### config.mk
export PLATFORM = sky130hd
export DESIGN_NAME = sprite_motion_ctrl
export DESIGN_NICKNAME = d
export VERILOG_FILES = /design/src/rtl/graphics_pkg.sv /design/src/rtl/axis_bounce.sv /design/src/rtl/sprite_motion_ctrl.sv
export SDC_FILE = /design/constraint.sdc
export NUM_CORES = 1
export LEC_CHECK = 0
export BUFFER_PORTS_ARGS = -buffer_cell sky130_fd_sc_hd__buf_2
export CORE_MARGIN = 2
export CORE_UTILIZATION = 40
export DETAILED_ROUTE_END_ITERATION = 12
export SETUP_SLACK_MARGIN = 0.2
export SLEW_MARGIN = 10
export SYNTH_ARGS = -nofsm -noshare
export SYNTH_HDL_FRONTEND = slang
export SYNTH_SLANG_ARGS = --single-unit
### constraint.sdc
create_clock -name clk -period 3.2 [get_ports clk]
set_clock_uncertainty 0.1 [all_clocks]
set_input_delay 0.32 -clock clk [delete_from_list [all_inputs] [get_ports clk]]
set_output_delay 0.32 -clock clk [all_outputs]
set_load 0.02 [all_outputs]
### src/rtl/graphics_pkg.sv
// Shared VGA geometry, sprite config register map and motion FSM state type
// for the sprite motion controller.
package graphics_pkg;

    localparam int unsigned VGA_WIDTH_DEF  = 640;
    localparam int unsigned VGA_HEIGHT_DEF = 480;
    localparam int unsigned SPRITE_W_DEF   = 272;
    localparam int unsigned SPRITE_H_DEF   = 176;

    localparam logic [9:0] RESET_POS = 10'd128;

    localparam logic [2:0] CFG_X_SPEED = 3'd0;
    localparam logic [2:0] CFG_Y_SPEED = 3'd1;
    localparam logic [2:0] CFG_CTRL    = 3'd2;
    localparam logic [2:0] CFG_X_POS   = 3'd3;
    localparam logic [2:0] CFG_Y_POS   = 3'd4;

    typedef enum logic [1:0] {
        IDLE,
        CALC_X,
        CALC_Y,
        COMMIT
    } motion_state_t;

endpackage

### src/rtl/axis_bounce.sv
// Single-axis position step: staged-position clamp, or bounded move that
// pins to the edge and reverses direction on contact.
module axis_bounce #(
    parameter int unsigned MAX_POS = 368
) (
    input  logic [9:0] pos,
    input  logic [2:0] speed,
    input  logic       dir,
    input  logic       move_en,
    input  logic       staged_valid,
    input  logic [9:0] staged_pos,
    output logic [9:0] next_pos,
    output logic       next_dir
);

    localparam logic [10:0] MAX11 = 11'(MAX_POS);

    logic [10:0] pos11;
    logic [10:0] spd11;
    logic [10:0] sum11;
    logic [10:0] stg11;

    always_comb begin
        pos11    = {1'b0, pos};
        spd11    = {8'd0, speed};
        sum11    = pos11 + spd11;
        stg11    = {1'b0, staged_pos};
        next_pos = pos;
        next_dir = dir;
        // A zero speed must never hit the edge tests, otherwise it would flip.
        if (staged_valid) begin
            next_pos = (stg11 > MAX11) ? MAX11[9:0] : staged_pos;
        end else if (move_en && (speed != '0)) begin
            if (!dir) begin
                if (sum11 >= MAX11) begin
                    next_pos = MAX11[9:0];
                    next_dir = 1'b1;
                end else begin
                    next_pos = sum11[9:0];
                end
            end else begin
                if (pos11 <= spd11) begin
                    next_pos = '0;
                    next_dir = 1'b0;
                end else begin
                    next_pos = 10'(pos11 - spd11);
                end
            end
        end
    end

endmodule

### src/rtl/sprite_motion_ctrl.sv
// Per-frame sprite motion: config registers, IDLE/CALC_X/CALC_Y/COMMIT update
// sequence, animation divider and overrun detection.
module sprite_motion_ctrl
    import graphics_pkg::*;
#(
    parameter int unsigned VGA_WIDTH     = VGA_WIDTH_DEF,
    parameter int unsigned VGA_HEIGHT    = VGA_HEIGHT_DEF,
    parameter int unsigned SPRITE_W      = SPRITE_W_DEF,
    parameter int unsigned SPRITE_H      = SPRITE_H_DEF,
    parameter int unsigned ANIM_DIV_BITS = 4
) (
    input  logic       clk,
    input  logic       rst_n,
    input  logic       frame_start,
    input  logic       cfg_valid,
    output logic       cfg_ready,
    input  logic [2:0] cfg_addr,
    input  logic [9:0] cfg_data,
    output logic [9:0] sprite_x,
    output logic [9:0] sprite_y,
    output logic       anim_frame,
    output logic       update_done,
    output logic       overrun
);

    localparam int unsigned MAX_X = VGA_WIDTH - SPRITE_W;
    localparam int unsigned MAX_Y = VGA_HEIGHT - SPRITE_H;

    motion_state_t state, state_next;

    logic [2:0] x_speed, y_speed;
    logic       x_dir, y_dir;
    logic       pause, step;
    logic [9:0] staged_x, staged_y;
    logic       staged_x_vld, staged_y_vld;
    logic [9:0] pend_x, pend_y;
    logic       pend_x_dir, pend_y_dir;
    logic [9:0] calc_x, calc_y;
    logic       calc_x_dir, calc_y_dir;
    logic [ANIM_DIV_BITS:0] anim_cnt;
    logic       cfg_fire;
    logic       move_en;

    assign cfg_ready  = rst_n && (state == IDLE);
    assign cfg_fire   = cfg_valid && cfg_ready;
    assign move_en    = !pause || step;
    assign anim_frame = anim_cnt[ANIM_DIV_BITS];

    axis_bounce #(.MAX_POS(MAX_X)) u_axis_x (
        .pos          (sprite_x),
        .speed        (x_speed),
        .dir          (x_dir),
        .move_en      (move_en),
        .staged_valid (staged_x_vld),
        .staged_pos   (staged_x),
        .next_pos     (calc_x),
        .next_dir     (calc_x_dir)
    );

    axis_bounce #(.MAX_POS(MAX_Y)) u_axis_y (
        .pos          (sprite_y),
        .speed        (y_speed),
        .dir          (y_dir),
        .move_en      (move_en),
        .staged_valid (staged_y_vld),
        .staged_pos   (staged_y),
        .next_pos     (calc_y),
        .next_dir     (calc_y_dir)
    );

    always_comb begin
        state_next = state;
        case (state)
            IDLE:    if (frame_start) state_next = CALC_X;
            CALC_X:  state_next = CALC_Y;
            CALC_Y:  state_next = COMMIT;
            COMMIT:  state_next = IDLE;
            default: state_next = IDLE;
        endcase
    end

    always_ff @(posedge clk) begin
        if (!rst_n) begin
            state        <= IDLE;
            sprite_x     <= RESET_POS;
            sprite_y     <= RESET_POS;
            x_speed      <= '0;
            y_speed      <= '0;
            x_dir        <= 1'b0;
            y_dir        <= 1'b0;
            pause        <= 1'b0;
            step         <= 1'b0;
            staged_x     <= '0;
            staged_y     <= '0;
            staged_x_vld <= 1'b0;
            staged_y_vld <= 1'b0;
            pend_x       <= '0;
            pend_y       <= '0;
            pend_x_dir   <= 1'b0;
            pend_y_dir   <= 1'b0;
            anim_cnt     <= '0;
            update_done  <= 1'b0;
            overrun      <= 1'b0;
        end else begin
            state       <= state_next;
            update_done <= 1'b0;

            if (frame_start && (state != IDLE)) begin
                overrun <= 1'b1;
            end

            // Writes only land in IDLE, so they never collide with the COMMIT updates below.
            if (cfg_fire) begin
                case (cfg_addr)
                    CFG_X_SPEED: begin
                        x_speed <= cfg_data[2:0];
                        x_dir   <= cfg_data[3];
                    end
                    CFG_Y_SPEED: begin
                        y_speed <= cfg_data[2:0];
                        y_dir   <= cfg_data[3];
                    end
                    CFG_CTRL: begin
                        pause <= cfg_data[0];
                        step  <= cfg_data[1];
                    end
                    CFG_X_POS: begin
                        staged_x     <= cfg_data;
                        staged_x_vld <= 1'b1;
                    end
                    CFG_Y_POS: begin
                        staged_y     <= cfg_data;
                        staged_y_vld <= 1'b1;
                    end
                    default: ;
                endcase
            end

            case (state)
                CALC_X: begin
                    pend_x     <= calc_x;
                    pend_x_dir <= calc_x_dir;
                end
                CALC_Y: begin
                    pend_y     <= calc_y;
                    pend_y_dir <= calc_y_dir;
                end
                COMMIT: begin
                    sprite_x     <= pend_x;
                    sprite_y     <= pend_y;
                    x_dir        <= pend_x_dir;
                    y_dir        <= pend_y_dir;
                    staged_x_vld <= 1'b0;
                    staged_y_vld <= 1'b0;
                    step         <= 1'b0;
                    update_done  <= 1'b1;
                    if (move_en) begin
                        anim_cnt <= anim_cnt + (ANIM_DIV_BITS + 1)'(1);
                    end
                end
                default: ;
            endcase
        end
    end

endmodule

# == Word-level counts from Yosys, hierarchy flattened ==
# Index checks and enable logic that the tools add are counted.
# op_classes
mul,0
n_lt_le_gt_ge,6
n_reduce_logical,24
n_eq_ne,8
bitwise_logic,1
n_div,0
add_sub_neg,5
n_shift,0
mux,31
# op_table
cell,count
$mux W10,12
$add A10 B3 Y11,2
$ge A11 B9 Y1 const B,2
$gt A10 B9 Y1 const B,2
$le A10 B3 Y1,2
$sub A10 B3 Y10,2
$mux W1,17
$reduce_and A2 Y1,8
$pmux W2 S4,1
$reduce_bool A2 Y1,4
$eq A3 B2 Y1 const B,2
$reduce_bool A3 Y1,2
$add A5 B1 Y5 const B,1
$logic_and A1 B1 Y1,5
$eq A2 B2 Y1 const B,2
$eq A3 B1 Y1 const B,1
$eq A3 B3 Y1 const B,1
$logic_not A3 Y1,1
$eq A2 B1 Y1 const B,1
$logic_not A2 Y1,1
$mux W2,1
$ne A2 B2 Y1 const B,1
$reduce_or A2 Y1,1
$logic_not A1 Y1,1
other kinds (2),2
# totals
out_inout_bits,24
mem_bits_rw,0
n_memories,0
latch_bits,0
input_bits,17
mem_bits_ro,0
reg_bits,83
elab_cells,95

# == Logic depth before layout (Yosys ltp) ==
# Gate-level depths: netlist of the first run.
# depth
ltp_word,6
mapped_depth,10
mapped_depth_nobuf,10

# == Hierarchy ==
# From an unflattened synthesis of the first run, not the netlist that was laid out.
# unflattened
cells_unflattened,629
hier_area_um2,5157.4
# by_module_without_submodules
module,seq_area_each_um2,area_per_inst_um2,cells_each,instances
sprite_motion_ctrl,1661.6,3173.0,339,1
axis_bounce (u_axis_y),0.0,1027.2,145,1
axis_bounce (u_axis_x),0.0,957.2,145,1

# == Worst setup path before layout of the first run ==
# Ideal clock, no wire load.
# synth_timing
path_kind,flip-flop to flip-flop
from,register sprite_y[0]
to,register pend_y[4]
arrival_time_ps,2486
slack_ps,493
stages_incl_launch_ff,8
path_buffers,0
cell_sequence,dfxtp_1 -> ha_1 -> fa_1 -> or4_1 -> o311a_1 -> or3_1 -> a31oi_1 -> o21ai_1
# synth_via
elab_chain_len,6
elab_cells_between_ends,9
classes_between,add/sub (2); order compare (2); mux (5)
# synth_rtl
item,line_no,rtl
start: declaration,sprite_motion_ctrl.sv:20,"output logic [9:0] sprite_y,"
start signal: assignment,sprite_motion_ctrl.sv:150,sprite_y <= pend_y;
$add A10 B3 Y11,axis_bounce.sv:26,sum11 = pos11 + spd11;
$ge A11 B9 Y1,axis_bounce.sv:35,if (sum11 >= MAX11) begin
$mux W10,axis_bounce.sv:35,
$mux W10 (*),axis_bounce.sv:34,if (!dir) begin
$mux W10 (*),axis_bounce.sv:33,end else if (move_en && (speed != '0)) begin
$mux W10 (*),axis_bounce.sv:31,if (staged_valid) begin
end signal: assignment,sprite_motion_ctrl.sv:145,pend_y <= calc_y;
end: declaration,sprite_motion_ctrl.sv:36,"logic [9:0] pend_x, pend_y;"
# Every way passes the cells marked *; elsewhere a longest branch is shown, timed or not.
# A chain may end at the register's enable or synchronous reset.

# == Worst setup path after layout of the first run ==
# layout_timing
from,register sprite_y[0]
to,register pend_y[2]
# Same word-level chain as after synthesis.

==> results.json, run 1 <==
{
  "clk_pin_slew_ps": 70,
  "tightest_slew_ps": 744,
  "setup_tns_ps": 0,
  "drive_gt1_frac": 0.127,
  "die_h_um": 117,
  "htreeDepth": 3,
  "holdPathEnd": "staged_y[9]",
  "cts_buffers": 9,
  "syn_nets": 660,
  "critPathKind": "reg -> reg",
  "cts_max_path_buffers": 2,
  "wl_mm": 14.1,
  "outcome": "complete, no violations",
  "worstHoldStart": "cfg_data[9]",
  "fp-row-count": 41,
  "vias_per_cell": 5.75,
  "cts-root-buf": "clkbuf_16",
  "grt_max_degree": 59,
  "ys_ff_latch": 83,
  "layout.nets": 684,
  "yosysWarnings": 0,
  "post_cts_buffers": 0,
  "die_w_um": 117,
  "placed_area_um2": 5460,
  "critPathArrivalTime_ps": 3000,
  "drv_cap": 0,
  "synth_area_um2": 5100,
  "path_cells": "ha_1 -> fa_1 -> or4_1 -> o311a_1 -> o31ai_4 -> nand4_1 -> a211oi_1",
  "grtUsageMet3": 0.0252,
  "synth_edf_count": 0,
  "syn_to_final_growth_pct": 13.4,
  "r2r_cells": 7,
  "synth.distinct_cells": 66,
  "cp.required_ps": 3350,
  "detail_route.first_pass.iterations": 4,
  "netlist_instances": 622,
  "maxSlewViolCount": 0,
  "synth_ff_type": "dfxtp_1",
  "io_pins": 41,
  "clock.fmax_ghz": 0.351,
  "postRouteAntennaNets": 0,
  "peakVddDrop_v": 0.000223,
  "async_flop_share": 0,
  "met1_usage": 0.311,
  "cp-start-kind": "flop",
  "setup_violations": 0,
  "timing.rr.end": "pend_y[2]",
  "finalHoldViolations": 0,
  "start_util": 0.408,
  "routedWlPerCell_um": 17.2,
  "grt_pass1_wl_mm": 23.1,
  "cts_tree": "done",
  "rsz0062_at_grt": "false",
  "drtIter0Drc": 374,
  "grt_antenna_before_repair": 0,
  "hpwl_mm": 10.2,
  "place_worst_setup_slack_ps": 391,
  "period_share": 0.889,
  "ys_seq_area_frac": 0.325,
  "ctsHoldBuffers": 0,
  "syn_avg_cell_area_um2": 8.21,
  "die-area_um2": 13700,
  "core_um2": 12500,
  "period_needed_ps": 2850,
  "grt_overflow": 0,
  "cp_slowest_stage_delay_ps": 500,
  "max-slew-margin-rel": 0.501,
  "p_per_area_nw_per_um2": 512,
  "insertion_delay_ps": 340,
  "vias": 4732,
  "leakage_nw": 2.12,
  "rrSetupSlack_ps": 350,
  "io_buffer_count": 40,
  "route.detailed.drc": 0,
  "grt_use_met2": 0.332,
  "grt_pass1_vias": 4499,
  "antenna_cells": 0,
  "cts.sink_count": 83,
  "fin_ws_ps": 354,
  "min_path_cells": 3,
  "critPathSlowestCell": "or4_1",
  "end_kind": "flop",
  "gp_congestion": 0.931,
  "final_area_um2": 5790,
  "path_max_fanout": 5,
  "hp-class": "in -> reg",
  "track_usage": 0.216,
  "grt_busiest_layer": "met2",
  "worst_r2r_startpoint": "sprite_y[0]"
}
==> where the power goes <==
part / internal [W] / total (W) / switching, W
clock: 0.000689 / 0.00114 / 0.000452
sequential: 0.00112 / 0.00120 / 0.0000751
combinational: 0.000223 / 0.000630 / 0.000407
==> what timing repair did <==
| action | in CTS | in global routing |
|---|---|---|
| hold endpoints to repair | 0 | 0 |
| resized for setup | 0 | 2 |
| endpoints found under the setup margin | 0 | 2 |
==> cell usage after synthesis (all sizes together) (5+ instances only) <==
cell type | number | area [um2]
o31ai | 5 | 56.3
nor2b | 13 | 81.3
nand2 | 43 | 169
mux2i | 53 | 531
a21o | 5 | 37.5
nor3 | 12 | 60.1
a211oi | 15 | 123
clkbuf | 26 | 97.6
o21a | 5 | 37.5
a221oi | 5 | 43.8
inv | 24 | 90.1
nor2 | 95 | 357
and2 | 7 | 43.8
nand4 | 5 | 31.3
buf | 12 | 56.3
nor4 | 5 | 37.5
xor2 | 11 | 104
nand3 | 20 | 100
nand2b | 11 | 76.3
ha | 17 | 213
a21oi | 18 | 90.1
dfxtp | 83 | 1660
o221ai | 5 | 43.8
o2111ai | 5 | 43.8
or3 | 8 | 50.1
o211ai | 10 | 75.1
o21ai | 37 | 185
a31oi | 14 | 87.6
==> critical path: cells and delay by family (launching register included) <==
kind / cells / cell delay [ps]
compound gates: 3 / 930
fa+ha+maj: 2 / 730
flops: 1 / 340
simple gates: 2 / 660
==> routing by layer <==
metal	part of all wire	routed length, um
met2	0.44	6290
met3	0.052	732
met5	0	0
met1	0.49	6860
met4	0.017	247
==> through the flow <==
stage               power [W]  hold WS (ps)  utilization  cells
floorplan             0.00165           336            -    622
global placement      0.00183           350        0.436    807
detailed placement    0.00184           373        0.436    807
CTS                   0.00298           131        0.462    823
global route          0.00312           137        0.463    823
finish                0.00297           137        0.463    823
==> cell type report <==
type                            count  area [um2]
Multi-Input combinational cell    477        3210
Clock buffer                        9         225
Tap cell                          172         215
Clock inverter                      7         100
Timing Repair Buffer               51         283
Fill cell                        1281        6730
Inverter                           24        90.1
Sequential cell                    83        1660
==> logic make-up after synthesis <==
logic type                 Yosys count  synth area share
adders and majority gates           21            0.0574
AOI/OAI and AO/OA                  150             0.211
muxes                               54             0.106
DFF                                 83             0.325
and+or+nand+nor                    237             0.225
xor gates and xnor gates            15            0.0272
buffers and inverters               62            0.0478
==> cells in the final DEF (no fill, tap or decap), types with 5 or more instances in the layout <==
| master | Yosys | routed |
|---|---|---|
| a211oi_1 | 13 | 13 |
| a21o_1 | 5 | 5 |
| a21oi_1 | 18 | 18 |
| a221oi_1 | 5 | 5 |
| a31oi_1 | 14 | 14 |
| and2_1 | 7 | 7 |
| buf_2 | 9 | 40 |
| buf_4 | 0 | 11 |
| clkbuf_16 | 0 | 9 |
| dfxtp_1 | 83 | 83 |
| ha_1 | 17 | 17 |
| inv_1 | 24 | 23 |
| mux2i_1 | 53 | 52 |
| nand2_1 | 42 | 42 |
| nand2b_1 | 10 | 10 |
| nand3_1 | 20 | 20 |
| nand4_1 | 5 | 5 |
| nor2_1 | 95 | 95 |
| nor2b_1 | 13 | 13 |
| nor3_1 | 12 | 12 |
| o2111ai_1 | 5 | 5 |
| o211ai_1 | 10 | 10 |
| o21a_1 | 5 | 5 |
| o21ai_0 | 30 | 30 |
| o21ai_1 | 7 | 7 |
| o221ai_1 | 5 | 5 |
| or3_1 | 8 | 8 |
| xor2_1 | 10 | 10 |
==> flip-flops by register name (all words and copies together) (netlist names), 2 cells and up <==
signal,cells
pend_x,10
x_speed,3
sprite_y,10
sprite_x,10
anim_cnt,5
y_speed,3
state,2
pend_y,10
staged_x,10
staged_y,10
==> worst max path at each step <==
stage / depth (start not counted) / to / slack, ps / start
after floorplan: 7 / pend_y[4] / 490 / sprite_y[0]
after detailed placement: 8 / pend_y[6] / 390 / y_speed[1]
after global routing: 7 / pend_y[5] / 210 / sprite_y[0]
final: 7 / pend_y[2] / 350 / sprite_y[0]
after CTS: 7 / pend_y[5] / 370 / sprite_y[0]
after global placement: 7 / pend_y[5] / 420 / sprite_y[0]
Power figures use the tool's default switching activity.
==> inputs of run 2 (changes only) <==
- CORE_ASPECT_RATIO: unset -> 1.2
- SYNTH_HIERARCHICAL: unset -> 1
- clock period: 3.2 -> 3.47 ns (I/O delays scaled with it)
==> results.json, run 2 <==
{
  "max-slew-margin-rel": 0.261,
  "synth_edf_count": 0,
  "grt_overflow": 0,
  "vias_per_cell": 5.84,
  "min_path_cells": 3,
  "seqPwrFrac": 0.409,
  "period_share": 0.872,
  "async_flop_share": 0,
  "grt_pass1_wl_mm": 23.6,
  "postRouteAntennaNets": 0,
  "rsz0062_at_grt": "false",
  "grt_antenna_before_repair": 0,
  "cts-root-buf": "clkbuf_16",
  "grt_busiest_layer": "met2",
  "cp.required_ps": 3640,
  "leakage_nw": 2.13,
  "clk_pin_slew_ps": 70,
  "yosys.cell_count.top_type": "dfxtp_1",
  "setup_tns_ps": 0,
  "rrSetupSlack_ps": 440,
  "drive_gt1_frac": 0.125,
  "synth.distinct_cells": 79,
  "synthMuxAreaShare": 0.0953,
  "layout.nets": 687,
  "routedWlPerCell_um": 18.1,
  "cp.buffers_inverters": 1,
  "worstHoldStart": "cfg_data[5]",
  "peakVddDrop_v": 0.000306,
  "route.detailed.drc": 0,
  "core_um2": 12600,
  "drtIter0Drc": 251,
  "die_h_um": 128,
  "detail_route.first_pass.iterations": 6,
  "gp_congestion": 0.947,
  "grt_pass1_vias": 4427,
  "ys_ff_latch": 83,
  "p_int_w": 0.00179,
  "holdPathEnd": "staged_y[5]",
  "ys_seq_area_frac": 0.322,
  "clock.fmax_ghz": 0.331,
  "antenna_cells": 0,
  "outcome": "complete, no violations",
  "synth_area_um2": 5160,
  "cts_max_path_buffers": 2,
  "synthAdderAreaFrac": 0.0568,
  "syn_avg_cell_area_um2": 8.20,
  "pwr-share-comb": 0.210,
  "die-area_um2": 13800,
  "synthXorXnorAreaFrac": 0.0221,
  "io_pins": 41,
  "io_buffer_count": 40,
  "r2r_cells": 10,
  "ctsHoldBuffers": 0,
  "start_util": 0.409,
  "maxSlewViolCount": 0,
  "hp-class": "in -> reg",
  "timing.rr.end": "pend_x[7]",
  "syn_nets": 667,
  "htreeDepth": 3,
  "p_per_area_nw_per_um2": 453,
  "path_cells": "inv_1 -> ha_1 -> a211o_1 -> a31o_1 -> or4_1 -> or4b_1 -> a31o_1 -> o311ai_1 -> mux2i_1 -> nor2_1",
  "worst_r2r_startpoint": "x_speed[2]",
  "drv_cap": 0,
  "syn_to_final_growth_pct": 11.4,
  "vias": 4775,
  "netlist_instances": 629,
  "synthTopCellsByCount": "dfxtp_1 (83), nor2_1 (64), o21ai_0 (49), mux2i_1 (48), a21oi_1 (42)",
  "final_area_um2": 5740,
  "cp_slowest_stage_delay_ps": 480,
  "tightest_slew_ps": 1110,
  "synth.area.top_cells": "dfxtp_1 (32%), mux2i_1 (9.3%), o21ai_0 (4.8%), nor2_1 (4.7%), ha_1 (4.1%)",
  "grt_use_met2": 0.383,
  "met1_usage": 0.263,
  "synth_top_family_by_area": "simple AND/OR/NAND/NOR gates",
  "grt_max_degree": 64,
  "period_needed_ps": 3030,
  "setup_violations": 0,
  "cts_tree": "done",
  "fp-row-count": 45,
  "synth_ff_type": "dfxtp_1",
  "yosysWarnings": 6,
  "hpwl_mm": 10.8,
  "post_cts_buffers": 0,
  "crit_family": "simple AND/OR/NAND/NOR gates",
  "end_kind": "flop",
  "crit_path_frequent_cell": "a31o_1",
  "grtUsageMet3": 0.0350,
  "cts_buffers": 9,
  "p_sw_frac": 0.312,
  "synthSimpleGateAreaFrac": 0.225,
  "insertion_delay_ps": 340,
  "power_switching_w": 0.000813,
  "synth_compound_area_frac": 0.221,
  "synth_top_area_cell": "dfxtp_1",
  "die_w_um": 108,
  "finalHoldViolations": 0,
  "track_usage": 0.217,
  "critPathArrivalTime_ps": 3200,
  "power_frac_clock": 0.381,
  "ctsResizeCount": 0,
  "mostFrequentLayoutCells": "dfxtp_1 (83), nor2_1 (64), o21ai_0 (49)",
  "critPathSlowestCell": "or4b_1",
  "cp-start-kind": "flop",
  "synth_top_area_frac": 0.322,
  "placed_area_um2": 5430,
  "path_max_fanout": 13,
  "final_common_cell": "dfxtp_1",
  "wl_mm": 14.8,
  "critPathKind": "reg -> reg",
  "cts.sink_count": 83
}
==> run 2: power groups by stage <==
stage	Clock (W)	Combinational [W]	Sequential (W)
after global routing	0.00105	0.000598	0.00107
after detailed placement	0	0.000547	0.00109
after floorplan	0	0.000424	0.00106
after global placement	0	0.000542	0.00108
after CTS	0.00101	0.000549	0.00107
final	0.000992	0.000546	0.00107
==> run 2: cell type report <==
| class | count | area (um2) |
|---|---|---|
| fill | 1267 | 6870 |
| multi-input combinational | 480 | 3200 |
| tap | 164 | 205 |
| timing repair buffer | 49 | 268 |
| inverter | 26 | 100 |
| sequential | 83 | 1660 |
| clock buffer | 10 | 239 |
| clock inverter | 6 | 71.3 |
==> run 2: worst max-delay path by stage <==
stage	start	endpoint	slack [ps]	cells after the start
2_1_floorplan	sprite_x[2]	pend_x[7]	700	9
3_3_place_gp	x_speed[2]	pend_x[7]	500	10
3_5_place_dp	x_speed[2]	pend_x[7]	480	10
4_1_cts	x_speed[2]	pend_x[7]	460	10
5_1_grt	x_speed[2]	pend_x[7]	300	10
6_report	x_speed[2]	pend_x[7]	440	10
==> run 2: worst register-to-register path, stage by stage, from the launching register on <==
cell and delay, ps:
dfxtp_1 400, inv_1 60, ha_1 430, a211o_1 310
a31o_1 230, or4_1 430, or4b_1 480, a31o_1 230
o311ai_1 80, mux2i_1 110, nor2_1 100
==> run 2: cell families (layout without fill, tap and decap cells) <==
group                    count (synthesis)  count (layout)
adder cells (fa/ha/maj)                 21              21
flip-flops                              83              83
XOR/XNOR                                13              13
multiplexers                            49              49
AO/OA/AOI/OAI                          173             173
AND/OR/NAND/NOR                        224             224
buffers and inverters                   66              91
==> run 2: routing by layer <==
metal,up-vias,wire length [um]
met3,29,539
li1,2331,-
met4,0,459
met2,137,7590
met1,2278,6220
met5,-,0
==> run 2: metrics by stage <==
step	instances	setup WS [ps]	util	hold slack, ps	total power, W
finish	818	445	0.455	171	0.00260
global route	818	302	0.455	185	0.00272
CTS	818	457	0.455	162	0.00262
detailed placement	802	476	0.431	359	0.00163
global placement	802	505	0.431	342	0.00163
floorplan	629	699	-	333	0.00149
